File: config.mk
export PLATFORM = sky130hd
export DESIGN_NAME = sram_arb_2p_flat
export DESIGN_NICKNAME = d
export VERILOG_FILES = /design/src/rtl/sram_arb_2p_if.sv /design/src/rtl/sram_arb_2p.sv /design/src/flat_wrapper.sv
export SDC_FILE = /design/constraint.sdc
export NUM_CORES = 1
export LEC_CHECK = 0
export ABC_AREA = 1
export BUFFER_PORTS_ARGS = -buffer_cell sky130_fd_sc_hd__buf_2
export CAP_MARGIN = 10
export CORE_AREA = 2 2 151 153
export DETAILED_ROUTE_END_ITERATION = 8
export DIE_AREA = 0 0 153 155
export PLACE_DENSITY = 0.43
export RECOVER_POWER = 25
export SETUP_SLACK_MARGIN = 0.5
export SYNTH_ARGS = -nofsm -noshare
export SYNTH_HDL_FRONTEND = slang
export SYNTH_SLANG_ARGS = --single-unit
File: constraint.sdc
create_clock -name Clk_CI -period 2.6 [get_ports Clk_CI]
set_input_delay 0.78 -clock Clk_CI [delete_from_list [all_inputs] [get_ports Clk_CI]]
set_output_delay 0.78 -clock Clk_CI [all_outputs]
set_load 0.05 [all_outputs]
File: src/rtl/sram_arb_2p_if.sv
`default_nettype none
// ----------------------------------------------------------------------------
// | Module   : sram_arb_2p_if                                                 |
// | Brief    : Two-requester request/grant/response bundle for sram_arb_2p.   |
// | Revision : 1.0                                                            |
// ----------------------------------------------------------------------------
interface sram_arb_2p_if #(
    parameter int ADDR_WIDTH = 9
);
    logic [1:0]                 Req_SI;
    logic [1:0]                 Gnt_SO;
    logic [1:0]                 WrEn_SI;
    logic [1:0][7:0]            BEn_SI;
    logic [1:0][63:0]           WrData_DI;
    logic [1:0][ADDR_WIDTH-1:0] Addr_DI;
    logic [1:0]                 RValid_SO;
    logic [63:0]                RdData_DO;

    modport master (
        output Req_SI, WrEn_SI, BEn_SI, WrData_DI, Addr_DI,
        input  Gnt_SO, RValid_SO, RdData_DO
    );

    modport slave (
        input  Req_SI, WrEn_SI, BEn_SI, WrData_DI, Addr_DI,
        output Gnt_SO, RValid_SO, RdData_DO
    );
endinterface
`default_nettype wire

File: src/rtl/sram_arb_2p.sv
`default_nettype none
// ----------------------------------------------------------------------------
// | Module   : sram_arb_2p                                                    |
// | Brief    : Zero-sweep sequencer and round-robin arbiter for a 64-bit SRAM.|
// | Revision : 1.0                                                            |
// ----------------------------------------------------------------------------
module sram_arb_2p #(
    parameter int ADDR_WIDTH = 9,
    parameter int DATA_DEPTH = 512,
    parameter int OUT_REGS   = 0,
    parameter int INIT_EN    = 1
) (
    input  wire logic                  Clk_CI,
    input  wire logic                  Rst_RI,
    output logic                       InitDone_SO,
    sram_arb_2p_if.slave               bus,
    output logic                       CSel_SO,
    output logic                       MemWrEn_SO,
    output logic [7:0]                 MemBEn_SO,
    output logic [63:0]                MemWrData_DO,
    output logic [ADDR_WIDTH-1:0]      MemAddr_DO,
    input  wire logic [63:0]           MemRdData_DI
);

    typedef enum logic [0:0] {
        S_INIT = 1'b0,
        S_RUN  = 1'b1
    } state_t;

    localparam int                    c_LAT         = 1 + OUT_REGS;
    localparam logic [ADDR_WIDTH-1:0] c_LAST        = ADDR_WIDTH'(DATA_DEPTH - 1);
    localparam state_t                c_RESET_STATE = (INIT_EN != 0) ? S_INIT : S_RUN;

    state_t                r_state;
    state_t                w_state_next;
    logic [ADDR_WIDTH-1:0] r_cnt;
    logic                  r_ptr;
    logic                  r_done;
    logic [1:0]            r_pipe [c_LAT];
    logic [1:0]            w_gnt;
    logic                  w_port;
    logic                  w_xfer;
    logic [1:0]            w_rd_vec;

    assign w_xfer   = |w_gnt;
    assign w_rd_vec = w_gnt & ~bus.WrEn_SI;

    always_ff @(posedge Clk_CI) begin
        if (Rst_RI) begin
            r_state <= c_RESET_STATE;
            r_cnt   <= '0;
            r_ptr   <= 1'b0;
            r_done  <= 1'b0;
        end else begin
            r_state <= w_state_next;
            r_done  <= (w_state_next == S_RUN);
            if (r_state == S_INIT) begin
                r_cnt <= r_cnt + ADDR_WIDTH'(1);
            end
            if (w_xfer) begin
                r_ptr <= ~w_port;
            end
        end
    end

    // One-hot port tag per stage; a zero entry is an empty slot.
    always_ff @(posedge Clk_CI) begin
        if (Rst_RI) begin
            for (int k = 0; k < c_LAT; k++) begin
                r_pipe[k] <= 2'b00;
            end
        end else begin
            r_pipe[0] <= w_rd_vec;
            for (int k = 1; k < c_LAT; k++) begin
                r_pipe[k] <= r_pipe[k-1];
            end
        end
    end

    always_comb begin
        w_state_next = r_state;
        w_gnt        = 2'b00;
        w_port       = 1'b0;
        CSel_SO      = 1'b0;
        MemWrEn_SO   = 1'b0;
        MemBEn_SO    = 8'h00;
        MemWrData_DO = 64'h0;
        MemAddr_DO   = '0;
        case (r_state)
            S_INIT: begin
                CSel_SO    = 1'b1;
                MemWrEn_SO = 1'b1;
                MemBEn_SO  = 8'hFF;
                MemAddr_DO = r_cnt;
                if (r_cnt == c_LAST) begin
                    w_state_next = S_RUN;
                end
            end
            S_RUN: begin
                case (bus.Req_SI)
                    2'b01:   w_gnt = 2'b01;
                    2'b10:   w_gnt = 2'b10;
                    2'b11:   w_gnt = r_ptr ? 2'b10 : 2'b01;
                    default: w_gnt = 2'b00;
                endcase
            end
            default: ;
        endcase
        // Reset overrides everything so nothing reaches the macro while held.
        if (Rst_RI) begin
            w_gnt      = 2'b00;
            CSel_SO    = 1'b0;
            MemWrEn_SO = 1'b0;
        end
        w_port = w_gnt[1];
        if (|w_gnt) begin
            CSel_SO      = 1'b1;
            MemWrEn_SO   = bus.WrEn_SI[w_port];
            MemBEn_SO    = bus.BEn_SI[w_port];
            MemWrData_DO = bus.WrData_DI[w_port];
            MemAddr_DO   = bus.Addr_DI[w_port];
        end
    end

    assign bus.Gnt_SO    = w_gnt;
    assign bus.RValid_SO = r_pipe[c_LAT-1];
    assign bus.RdData_DO = MemRdData_DI;
    assign InitDone_SO   = r_done;

endmodule
`default_nettype wire
File: src/flat_wrapper.sv
// flat-port wrapper written by rule: the top's interface ports become plain ports
module sram_arb_2p_flat 
#(
    parameter int ADDR_WIDTH = 9,
    parameter int DATA_DEPTH = 512,
    parameter int OUT_REGS   = 0,
    parameter int INIT_EN    = 1
)
  (Clk_CI, Rst_RI, InitDone_SO, CSel_SO, MemWrEn_SO, MemBEn_SO, MemWrData_DO, MemAddr_DO, MemRdData_DI, bus_Req_SI, bus_WrEn_SI, bus_BEn_SI, bus_WrData_DI, bus_Addr_DI, bus_Gnt_SO, bus_RValid_SO, bus_RdData_DO);
  sram_arb_2p_if #(.ADDR_WIDTH(ADDR_WIDTH)) bus_i ();
  input  wire logic Clk_CI;
  input  wire logic Rst_RI;
  output logic InitDone_SO;
  output logic CSel_SO;
  output logic MemWrEn_SO;
  output logic [7:0] MemBEn_SO;
  output logic [63:0] MemWrData_DO;
  output logic [ADDR_WIDTH-1:0] MemAddr_DO;
  input  wire logic [63:0] MemRdData_DI;
  input wire logic [$bits(bus_i.Req_SI)-1:0] bus_Req_SI;
  input wire logic [$bits(bus_i.WrEn_SI)-1:0] bus_WrEn_SI;
  input wire logic [$bits(bus_i.BEn_SI)-1:0] bus_BEn_SI;
  input wire logic [$bits(bus_i.WrData_DI)-1:0] bus_WrData_DI;
  input wire logic [$bits(bus_i.Addr_DI)-1:0] bus_Addr_DI;
  output wire logic [$bits(bus_i.Gnt_SO)-1:0] bus_Gnt_SO;
  output wire logic [$bits(bus_i.RValid_SO)-1:0] bus_RValid_SO;
  output wire logic [$bits(bus_i.RdData_DO)-1:0] bus_RdData_DO;
  assign bus_i.Req_SI = bus_Req_SI;
  assign bus_i.WrEn_SI = bus_WrEn_SI;
  assign bus_i.BEn_SI = bus_BEn_SI;
  assign bus_i.WrData_DI = bus_WrData_DI;
  assign bus_i.Addr_DI = bus_Addr_DI;
  assign bus_Gnt_SO = bus_i.Gnt_SO;
  assign bus_RValid_SO = bus_i.RValid_SO;
  assign bus_RdData_DO = bus_i.RdData_DO;
  sram_arb_2p #(.ADDR_WIDTH(ADDR_WIDTH), .DATA_DEPTH(DATA_DEPTH), .OUT_REGS(OUT_REGS), .INIT_EN(INIT_EN)) u_core (.Clk_CI(Clk_CI), .Rst_RI(Rst_RI), .InitDone_SO(InitDone_SO), .bus(bus_i), .CSel_SO(CSel_SO), .MemWrEn_SO(MemWrEn_SO), .MemBEn_SO(MemBEn_SO), .MemWrData_DO(MemWrData_DO), .MemAddr_DO(MemAddr_DO), .MemRdData_DI(MemRdData_DI));
endmodule
==> results of run 1 <==
==> area by class of cell <==
class	instances	area, um2
fillers	2455	16180
multi-input cells	326	2527
clock inverters	1	5.005
flip-flops and latches	13	260.3
well taps	285	356.6
clock buffers	3	75.07
repair buffers	306	2605
inverters	53	217.7
==> per-layer routing <==
| metal | up-vias | share of wire | GRT usage |
|---|---|---|---|
| met2 | 185 | 0.49 | 0.2048 |
| li1 | 1896 | - | - |
| met1 | 1694 | 0.41 | 0.1529 |
| met3 | 15 | 0.078 | 0.03733 |
| met5 | - | 0.00086 | 0 |
| met4 | 2 | 0.013 | 0.01675 |
==> registers in the layout (all words and copies together), names as in the netlist <==
register            cells
u_core.r_cnt            9
u_core.r_pipe           2
u_core.InitDone_SO      1
u_core.r_ptr            1
==> power by group through the flow <==
| stage | clock network (uW) | registers (uW) | logic, uW |
|---|---|---|---|
| floorplan | 0 | 211 | 385 |
| global placement | 0 | 212 | 282 |
| detailed placement | 0 | 212 | 283 |
| CTS | 317 | 208 | 311 |
| global route | 329 | 208 | 348 |
| finish | 307 | 208 | 319 |
==> path summary, 6_finish.rpt <==
path | depth (start not counted) | from | to | slack, ns
worst max register to register | 6 | u_core.r_cnt[0]$_SDFFE_PP0N_ | u_core.r_cnt[8]$_SDFFE_PP0N_ | 1.18
worst max-delay path | 9 | Rst_RI | MemWrData_DO[31] | -0.22
worst min register to register | 2 | u_core.r_cnt[1]$_SDFFE_PP0N_ | u_core.r_cnt[1]$_SDFFE_PP0N_ | 0.47
worst min-delay path | 2 | u_core.r_cnt[1]$_SDFFE_PP0N_ | u_core.r_cnt[1]$_SDFFE_PP0N_ | 0.47
==> synthesized netlist by cell type <==
| cell | count |
|---|---|
| o21ai_0 | 37 |
| a21oi_1 | 4 |
| nand2_2 | 1 |
| nor2_1 | 139 |
| clkbuf_1 | 10 |
| a31oi_1 | 1 |
| nand4_1 | 19 |
| inv_1 | 51 |
| o21ai_1 | 30 |
| nand3_2 | 1 |
| buf_1 | 1 |
| inv_2 | 2 |
| nand3_1 | 23 |
| buf_4 | 72 |
| nand2_1 | 63 |
| and3_1 | 1 |
| buf_2 | 11 |
| nor2_2 | 1 |
| dfxtp_1 | 13 |
| nor3_1 | 2 |
| buf_6 | 1 |
| ha_1 | 2 |
| nand2_4 | 1 |
==> cells by family (layout without fill, tap and decap cells) <==
group | Yosys count | after routing | share of synthesized area
and+or+nand+nor | 251 | 252 | 0.4110
buffers and inverters | 148 | 363 | 0.3340
AOI/OAI and AO/OA | 72 | 72 | 0.1426
DFF | 13 | 13 | 0.1026
adders and majority gates | 2 | 2 | 0.009865
==> worst max-delay path, cell delays in order <==
cell	delay, ns
buf_8	0.10
nor2_4	0.12
nand3_4	0.12
buf_12	0.17
nand2_8	0.16
buf_12	0.18
o21ai_4	0.08
nor2_4	0.14
buf_6	0.17
==> through the flow <==
step	std cells	utilization	area [um2]	hold WS (ns)
floorplan	486	-	3416	0.4433
global placement	965	0.2132	4738	0.4576
detailed placement	965	0.2132	4738	0.4629
CTS	984	0.2601	5782	0.4710
global route	987	0.2721	6047	0.4995
finish	987	0.2721	6047	0.4674
==> cell usage in the layout (no fill, tap or decap), types with 12 or more instances in the layout <==
master   instances
nor2_4          66
buf_6           60
nor2_1          73
nand2_1         42
buf_4           36
inv_1           50
nand2_4         18
o21ai_4         17
nand4_1         19
nand3_1         12
buf_8           18
dfxtp_1         13
o21ai_2         39
buf_12          14
buf_2          168
==> timing repair <==
action	4_1_cts	5_1_grt
buffers inserted	8	0
gates cloned	7	3
pin swaps	6	5
endpoints found under the setup margin	85	85
resized for setup	212	40
==> impl_metrics.json, run 1 <==
{
  "yosys.cell_types.count": 23,
  "antenna_found_initial": 1,
  "tightestPinTransition_ns": 0.3940,
  "place_congestion": 0.7673,
  "ys.warnings.count": 0,
  "min_period_ns": 2.816,
  "power.leakage_uw": 0.002621,
  "grt-ovfl-total": 0,
  "clock-sinks": 13,
  "max_freq_mhz": 355.1,
  "synth_area_leader_cell": "buf_4",
  "syn_nets": 720,
  "hpwlAfterDp_um": 10640,
  "synth_area_um2": 2536,
  "worst_skew_pair.late_latency_ns": 0.25,
  "hp-class": "register to register",
  "wl_per_cell_um": 15.33,
  "slew_headroom": 0.7374,
  "combPwrFrac": 0.382,
  "grt_max_degree": 21,
  "synth-seq-area-share": 0.1026,
  "grt_pass1_wl_um": 22250,
  "period_share": 1.083,
  "pre_cts_ws_ns": -0.3137,
  "setup_tns_ns": -11.89,
  "grt_util_all_layers": 0.1202,
  "crit_path_start_kind": "input pin",
  "worstSetupPathType": "input pin to output port",
  "routed_via_density": 3.842,
  "finalPower_uw": 834.1,
  "p_seq_frac": 0.249,
  "final_hold_viol_count": 0,
  "synth_top_area_frac": 0.2131,
  "worstPathRequired_ns": 1.82,
  "grt_pass1_vias": 3783,
  "synth_area_leaders": "buf_4 21%, nor2_1 21%, dfxtp_1 10%, nand2_1 9.3%, inv_1 7.5%",
  "drc_errors": 0,
  "violations": "negative setup slack",
  "worst_ep_arrival_time_ns": 2.04,
  "syn2layout_area_growth_pct": 138.4,
  "design.die.area_um2": 23720,
  "clkPwrFrac": 0.369,
  "cts_tree": "built",
  "p_int_uw": 561.9,
  "finClkSkew_ns": 0.004235,
  "root_buffer": "clkbuf_16",
  "ys_ff_latch": 13,
  "dr.pass1.iters": 4,
  "port-buffer-count": 255,
  "coreArea_um2": 22230,
  "cts_hold_buf": 0,
  "netSwitchingPower_uw": 272.2,
  "cellPowerDensity_nw_per_um2": 137.9,
  "die_x_um": 153,
  "setup_ws_ns": -0.2162,
  "rows": 55,
  "finalSetupViolCount": 82,
  "vias": 3792,
  "postRouteWirelength_um": 15130,
  "path_max_fanout": 8,
  "cts_buffers": 3,
  "ios": 384,
  "nNetsFinal": 937,
  "clk_path_buf_depth": 2,
  "avgSynthCellArea_um2": 5.218,
  "start_util": 0.1141,
  "drtIter0Drc": 114,
  "drv_slew": 0,
  "path_clk_slew_ns": 0.05,
  "maxCapViolCount": 0,
  "rsz0062_at_grt": "true",
  "postRouteAntennaNets": 0,
  "cts_max_level": 1,
  "status": "finished, violations left",
  "cp-end-kind": "output port",
  "synth_cells": 486,
  "final_layout_size_suffix_gt1_frac": 0.6738,
  "antenna_cells": 0,
  "p_sw_frac": 0.3263,
  "die_h_um": 155,
  "vdd_drop_max_uv": 156.6
}
Note: power is estimated with default switching activity, not from simulation.
==> run 2, diff against run 1 <==
- CORE_AREA: 2 2 151 153 -> 3 3 148 150
- DIE_AREA: 0 0 153 155 -> 0 0 151 153
- PLACE_DENSITY: 0.43 -> 0.44
==> run 2 against run 1 <==
- the run still ends with negative setup slack left
- non-clock buffer count unchanged
- fmax down 0.95%
- clock power about the same
- register-to-register slack about the same
- wire length increased by 3.9%
- final cell count decreased by 1.0%
- worst hold slack gained 0.0021 ns
- count of clock-buffer cells in the layout unchanged
==> impl_metrics.json, run 2 (synthesis results as in run 1) <==
{
  "cp-end-kind": "output port",
  "grt-ovfl-total": 0,
  "clock-sinks": 13,
  "cp_cell_sequence": "buf_8 -> nor2_4 -> nand3_4 -> buf_12 -> buf_4 -> clkbuf_16 -> nand2_1 -> nand3_4 -> nand2_4 -> buf_8",
  "final_layout_size_suffix_gt1_frac": 0.6952,
  "finClkSkew_ns": 0.0009458,
  "rr_endpoint": "u_core.r_cnt[8]$_SDFFE_PP0N_",
  "crit_path_start_kind": "input pin",
  "fin_util": 0.2929,
  "grt_max_degree": 32,
  "min_period_ns": 2.843,
  "slowest_delay_ns": 0.17,
  "post_dp_cell_area_um2": 4731,
  "place_congestion": 0.7400,
  "layout_commonest_cell": "buf_2",
  "max_freq_mhz": 351.7,
  "coreArea_um2": 20820,
  "start_util": 0.1218,
  "antenna_found_initial": 0,
  "cts_tree": "built",
  "top_regs": "u_core.r_cnt x9, u_core.r_pipe x2",
  "worst_skew_pair.late_latency_ns": 0.25,
  "critical_path.top_delay_family": "buffers and inverters",
  "drv_slew": 0,
  "hp-start": "u_core.r_cnt[1]$_SDFFE_PP0N_",
  "drc_errors": 0,
  "final_hold_viol_count": 0,
  "worstPathRequired_ns": 1.82,
  "maxCapViolCount": 0,
  "hpwlAfterDp_um": 11260,
  "cts_buffers": 3,
  "worstRegToRegCells": 6,
  "postRouteWirelength_um": 15730,
  "period_share": 1.094,
  "worst_ep_arrival_time_ns": 2.06,
  "wl_per_cell_um": 16.10,
  "r2r_start": "u_core.r_cnt[0]$_SDFFE_PP0N_",
  "postRouteAntennaNets": 0,
  "status": "finished, violations left",
  "grt_pass1_vias": 3711,
  "slew_headroom": 0.7665,
  "path_clk_slew_ns": 0.05,
  "finalPower_uw": 833.5,
  "rows": 53,
  "violations": "negative setup slack",
  "die_h_um": 153,
  "cellPowerDensity_nw_per_um2": 136.7,
  "power.leakage_uw": 0.002640,
  "port-buffer-count": 255,
  "holdPathStages": 2,
  "clk_path_buf_depth": 2,
  "tightestPinTransition_ns": 0.3490,
  "cts_max_level": 1,
  "antenna_cells": 0,
  "cp_num_buf_inv": 5,
  "ios": 384,
  "nNetsFinal": 937,
  "largest-register": "u_core.r_cnt",
  "design.die.area_um2": 23100,
  "path_max_fanout": 9,
  "setup_ws_ns": -0.2432,
  "vdd_drop_max_uv": 177.6,
  "final_cell_mix": "168 x buf_2, 72 x nor2_1, 66 x nor2_4",
  "hp-class": "register to register",
  "pre_cts_ws_ns": -0.3427,
  "min_to": "u_core.r_cnt[1]$_SDFFE_PP0N_",
  "grt_pass1_wl_um": 20730,
  "die_x_um": 151,
  "grt_util_all_layers": 0.1144,
  "root_buffer": "clkbuf_16",
  "vias": 3825,
  "finalSetupViolCount": 82,
  "fin_area_um2": 6100,
  "drtIter0Drc": 106,
  "rrSetupSlack_ns": 1.19,
  "syn2layout_area_growth_pct": 140.5,
  "worstSetupPathType": "input pin to output port",
  "dr.pass1.iters": 4,
  "largest_reg_flops": 9,
  "hold_slack_ns": 0.4695,
  "rsz0062_at_grt": "true",
  "critPathSlowestCell": "buf_12",
  "routed_via_density": 3.915
}
[run 2: cell count changes in the layout (fill, tap and decap cells not counted), sizes merged]
cell	change
buf	-7
clkbuf	+7
[run 2: final cells by class]
cell class / count / area (um2)
multi-input combinational: 326 / 2566
timing repair buffer: 306 / 2641
clock inverter: 1 / 5.005
tap: 275 / 344.1
fill: 2258 / 14720
sequential: 13 / 261.5
clock buffer: 3 / 75.07
inverter: 53 / 206.4
[run 2: repair_timing]
| item | in CTS | in global routing |
|---|---|---|
| cloned | 3 | 9 |
| gates resized for setup | 176 | 81 |
| pin swaps | 4 | 4 |
| endpoints found under the setup margin | 85 | 85 |
| hold buffers | 0 | 0 |
| setup buffers | 3 | 5 |
[run 2: power by group]
group          switching, uW  leakage (uW)  internal [uW]
logic                    169       0.00249            147
registers               4.40      0.000106            204
clock network            103     0.0000409            206
total                    277       0.00264            557
[run 2: per-layer routing]
layer  up-vias  GRT usage  part of all wire
met4         0    0.02418             0.015
met2       177     0.2037              0.50
met5         -          0                 0
met3        19    0.02550             0.070
met1      1735     0.1398              0.42
li1       1894          -                 -
[run 2: worst register-to-register path, stage by stage (launching register included)]
cell,delay [ns]
dfxtp_1,0.40
ha_1,0.23
nand3_1,0.11
nor3_1,0.18
ha_1,0.26
nand3_1,0.08
nand2_1,0.05
[run 2: worst max path at each step]
stage | from | endpoint | slack, ns | cells past startpoint
after detailed placement | Rst_RI | MemBEn_SO[2] | -0.34 | 9
after global placement | Rst_RI | MemBEn_SO[2] | -0.35 | 9
final | Rst_RI | MemBEn_SO[6] | -0.24 | 10
after floorplan | Rst_RI | MemWrData_DO[41] | 0.05 | 7
after CTS | Rst_RI | MemBEn_SO[2] | -0.20 | 9
after global routing | Rst_RI | MemBEn_SO[2] | -0.29 | 10
[run 2: metrics by stage]
step                      setup TNS [ns]  std cells
final                             -13.57        977
after global placement            -18.94        953
after global routing              -18.55        977
after floorplan                        0        486
after CTS                         -12.66        963
after detailed placement          -19.59        953
